[config.mk]
export PLATFORM = sky130hd
export DESIGN_NAME = seq_mul_ctrl
export DESIGN_NICKNAME = d
export VERILOG_FILES = /design/src/rtl/seq_mul_ctrl.sv
export SDC_FILE = /design/constraint.sdc
export NUM_CORES = 1
export LEC_CHECK = 0
export CAP_MARGIN = 20
export CORE_ASPECT_RATIO = 1.1
export CORE_UTILIZATION = 45
export DETAILED_ROUTE_END_ITERATION = 8
export PLACE_DENSITY = 0.74
export SLEW_MARGIN = 10
export SYNTH_ARGS = -nofsm -noshare
export SYNTH_HDL_FRONTEND = slang
export SYNTH_SLANG_ARGS = --single-unit
[constraint.sdc]
create_clock -name CLK -period 1.75 [get_ports CLK]
set_clock_uncertainty 0.1 [all_clocks]
set_input_delay 0.175 -clock CLK [delete_from_list [all_inputs] [get_ports CLK]]
set_output_delay 0.175 -clock CLK [all_outputs]
set_load 0.005 [all_outputs]
[src/rtl/seq_mul_ctrl.sv]
// Sequential unsigned W x W shift-add multiplier: one shared W-bit adder, W RUN cycles per product.
// The controller accepts in IDLE, runs W add/shift steps, then pulses DONE for one cycle.
module seq_mul_ctrl #(
    parameter int unsigned W = 4
) (
    input  logic           CLK,
    input  logic           RST,
    input  logic           START,
    input  logic [W-1:0]   A,
    input  logic [W-1:0]   B,
    output logic           BUSY,
    output logic           DONE,
    output logic           ADD_EN,
    output logic           SHIFT_EN,
    output logic [2*W-1:0] P
);

    localparam int unsigned CntW = (W > 1) ? $clog2(W) : 1;
    localparam logic [CntW-1:0] CntLast = CntW'(W - 1);

    typedef enum logic [1:0] {
        StIdle,
        StRun,
        StDone
    } state_e;

    state_e          state_q, state_d;
    logic [CntW-1:0] cnt_q, cnt_d;
    logic [W-1:0]    mcand_q, mcand_d;
    logic [W-1:0]    acc_q, acc_d;
    logic [W-1:0]    mq_q, mq_d;
    logic            c_q, c_d;
    logic [2*W-1:0]  p_q, p_d;

    logic [W:0]      addend;
    logic [W:0]      sum;

    // {C,ACC} is the (W+1)-bit partial product; C is always 0 after a shift.
    assign addend = mq_q[0] ? {1'b0, mcand_q} : '0;
    assign sum    = {c_q, acc_q} + addend;

    always_ff @(posedge CLK or posedge RST) begin
        if (RST) begin
            state_q <= StIdle;
            cnt_q   <= '0;
            mcand_q <= '0;
            acc_q   <= '0;
            mq_q    <= '0;
            c_q     <= 1'b0;
            p_q     <= '0;
        end else begin
            state_q <= state_d;
            cnt_q   <= cnt_d;
            mcand_q <= mcand_d;
            acc_q   <= acc_d;
            mq_q    <= mq_d;
            c_q     <= c_d;
            p_q     <= p_d;
        end
    end

    always_comb begin
        state_d  = state_q;
        cnt_d    = cnt_q;
        mcand_d  = mcand_q;
        acc_d    = acc_q;
        mq_d     = mq_q;
        c_d      = c_q;
        p_d      = p_q;
        DONE     = 1'b0;
        ADD_EN   = 1'b0;
        SHIFT_EN = 1'b0;

        unique case (state_q)
            StIdle: begin
                if (START) begin
                    mcand_d = A;
                    mq_d    = B;
                    acc_d   = '0;
                    c_d     = 1'b0;
                    cnt_d   = '0;
                    state_d = StRun;
                end
            end
            StRun: begin
                ADD_EN   = mq_q[0];
                SHIFT_EN = 1'b1;
                {c_d, acc_d, mq_d} = {1'b0, sum, mq_q[W-1:1]};
                if (cnt_q == CntLast) begin
                    // Counter holds at W-1; it is cleared again only on the next accept.
                    p_d     = {acc_d, mq_d};
                    state_d = StDone;
                end else begin
                    cnt_d = cnt_q + 1'b1;
                end
            end
            StDone: begin
                DONE    = 1'b1;
                state_d = StIdle;
            end
            default: begin
                state_d = StIdle;
            end
        endcase
    end

    assign BUSY = (state_q != StIdle);
    assign P    = p_q;

endmodule
==> flow_metrics.py <==
metrics = {
    "die": {
        "fp.dieArea_sq_um": 2760,
        "num_rows": 18,
        "die-width_um": 50.2,
        "ios": 23,
        "die_y_um": 55.0,
        "core_sq_um": 2320,
        "start_util_pct": 49.5,
    },
    "place": {
        "io_buffers": 22,
        "place_hpwl_mm": 1.60,
        "place.gp.congestion": 0.896,
        "dp_cells": 151,
        "pre_cts_slack_ns": -0.0538,
    },
    "yosys": {
        "synth_top_area_share_pct": 52.3,
        "syn_area_sq_um": 1150,
        "yosysSeqAreaShare_pct": 52.3,
        "synth-edff-count": 0,
        "synth_cell_types": 29,
        "async_flop_share_pct": 100,
        "syn_avg_cell_area_sq_um": 12.1,
        "synth.area.top_cells": "dfrtp_1 (52%), mux2_2 (9.8%), ha_1 (5.4%)",
        "yosysWarnings": 0,
        "syn_inst": 95,
        "synth_largest_area_cell": "dfrtp_1",
        "synth_ff_type": "dfrtp_1",
        "yosysMostFrequentCell": "dfrtp_1",
        "ys_ff_latch": 24,
        "synthTopCellsByCount": "dfrtp_1 (24), nand2_1 (12), mux2_2 (10)",
        "syn-num-nets": 112,
    },
    "outcome": {
        "status": "completed",
    },
    "routing": {
        "ant_nets": 0,
        "drcViolationCount": 0,
        "via_per_inst": 5.13,
        "drt_iter0_markers": 3,
        "dr.pass1.iters": 3,
        "num_vias": 800,
        "wirelength_mm": 2.19,
        "avgRoutedWirePerCell_um": 14.0,
    },
    "timing": {
        "setup_viol_count_final": 0,
        "fin_tns_setup_ns": 0,
        "finalMaxSlewViolations": 0,
        "post-route-period-util_pct": 97.9,
        "max_freq_mhz": 584,
        "finalHoldViolations": 0,
        "fin_crit_ns": 1.71,
        "layout_setup_ws_ns": 0.0370,
        "worst_pin_slew_ns": 0.299,
        "slew_headroom_pct": 80.1,
    },
    "setup_path": {
        "slowest_stage": "dfrtp_1",
        "worstPathArrival_ns": 1.83,
        "critical_path.max_fanout": 2,
        "cp-start-kind": "register",
        "worstSetupPathType": "register to register",
        "max_stage_delay_ns": 0.42,
        "cp-end-kind": "register",
        "required_ns": 1.87,
        "cp_cell_sequence": "and2_4 -> ha_4 -> fa_2 -> a21o_1 -> a21oi_2 -> o22ai_1",
    },
    "run": {
        "max-cap-violations": 0,
    },
    "cts": {
        "cts_max_level": 1,
        "cts.sinks": 24,
        "worstSkewPairLatency_ns": 0.32,
        "hold_buffers": 0,
        "cts_buffers": 3,
        "cts-root-buf": "clkbuf_4",
        "cts_tree": "built",
        "path_clk_slew_ns": 0.13,
        "cts_buffer_depth": 2,
    },
    "final_layout": {
        "final_cells": 156,
        "syn_to_final_growth_pct": 36.7,
        "nNetsFinal": 144,
        "n_antenna_cell": 0,
        "fill_cells": 178,
        "layout-drive-gt1-share_pct": 31.7,
    },
    "pwr": {
        "finalPower_mw": 2.60,
        "p_per_area_nw_per_um2": 1660,
        "comb_power_share_pct": 49.0,
        "p_clk_share_pct": 15.4,
        "switchingPower_mw": 0.848,
        "p_int_mw": 1.75,
        "vdd_drop_max_mv": 0.937,
        "power_frac_seq_pct": 35.6,
        "p_leak_nw": 0.709,
        "p_sw_share_pct": 32.6,
    },
    "grt": {
        "grt_max_degree": 25,
        "grt_pass1_vias": 833,
        "overflow": 0,
        "antenna_found_initial": 0,
        "grt_first_pass_wirelength_mm": 3.65,
        "grtUsageTotal_pct": 18.6,
    },
    "hold_path": {
        "hp-class": "input pin to asynchronous set/reset pin",
    },
}
[layer usage]
metal / global-route usage (%) / vias to the layer above / wire [um]
li1: - / 391 / -
met1: 21.1 / 390 / 940
met2: 33.8 / 17 / 1160
met3: 5.19 / 2 / 71
met4: 6.67 / 0 / 14
met5: 0 / - / 0
[placed cells by master, fill, tap and decap left out, types with 2 or more instances in the layout]
| cell | Yosys | final |
|---|---|---|
| and2_1 | 5 | 2 |
| nand2_1 | 12 | 12 |
| mux2i_1 | 4 | 4 |
| dfrtp_1 | 24 | 23 |
| o22ai_1 | 2 | 2 |
| clkdlybuf4s50_1 | 0 | 18 |
| inv_1 | 4 | 3 |
| mux2_2 | 10 | 10 |
| dlygate4sd2_1 | 0 | 3 |
| clkbuf_4 | 0 | 3 |
| ha_1 | 5 | 2 |
| o21ai_1 | 4 | 5 |
| a21oi_2 | 0 | 2 |
| ha_4 | 0 | 3 |
| and2_4 | 0 | 3 |
| o21ai_0 | 3 | 2 |
| buf_4 | 2 | 7 |
[timing repair]
item	4_1_cts	5_1_grt
setup buffers	1	0
endpoints found under the setup margin	9	7
resized for setup	10	11
pin swaps	1	6
gates cloned	0	0
endpoints found under the hold margin	0	0
[critical path, delay by kind of cell (launching register included)]
family / cells / cell delay [ns]
flip-flops: 1 / 0.42
AO/OA/AOI/OAI: 3 / 0.43
AND/OR/NAND/NOR: 1 / 0.17
adder cells (fa/ha/maj): 2 / 0.50
[area by class of cell]
class,count,area [sq um],area share [%]
multi-input combinational,63,563,35.9
tap,30,37.5,2.39
sequential,24,602,38.3
timing repair buffer,31,300,19.1
clock buffer,3,22.5,1.43
inverter,4,15.0,0.956
clock inverter,1,30.0,1.91
[kinds of logic (layout without fill, tap and decap cells)]
kind of cell	Yosys count	count (layout)	synth area share (%)
adders and majority gates	6	6	7.19
AOI/OAI and AO/OA	16	16	8.50
muxes	14	14	13.3
buffers and inverters	8	39	4.57
DFF	24	24	52.3
and+or+nand+nor	26	26	13.4
xor gates and xnor gates	1	1	0.763
[through the flow]
step | hold slack [ns] | instance area (sq um) | utilization (%)
4_1_cts | 0.104 | 1520 | 65.6
2_1_floorplan | 0.0896 | 1150 | -
6_report | 0.0948 | 1570 | 67.7
3_5_place_dp | 0.384 | 1440 | 62.2
3_3_place_gp | 0.363 | 1440 | 62.2
5_1_grt | 0.157 | 1570 | 67.7
[state kept, by name, indices dropped and copies added (netlist names)]
register,count
cnt_q,2
mcand_q,4
acc_q,4
state_q,2
P,8
mq_q,4
[power by group through the flow]
stage	sequential (mW)	clock [mW]	combinational, mW
floorplan	0.918	0	0.713
global placement	0.924	0	1.12
detailed placement	0.938	0	1.15
CTS	0.919	0.408	1.19
global route	0.960	0.424	1.40
finish	0.927	0.401	1.27
[path summary, 6_finish.rpt]
kind	start	endpoint	slack, ns	cells past startpoint
worst min-delay path	RST	mcand_q[1]$_DFFE_PP0P_	0.09	3
worst min register to register	P[6]$_DFFE_PP0P_	P[6]$_DFFE_PP0P_	0.40	2
worst max register to register	mq_q[0]$_DFFE_PP0P_	acc_q[3]$_DFFE_PP0P_	0.04	6
max in group asynchronous	RST	state_q[0]$_DFFE_PP0P_	1.21	3
min in group CLK	A[1]	mcand_q[1]$_DFFE_PP0P_	0.36	2
worst max-delay path	mq_q[0]$_DFFE_PP0P_	acc_q[3]$_DFFE_PP0P_	0.04	6
No activity file was read; power rests on OpenSTA's default activity.
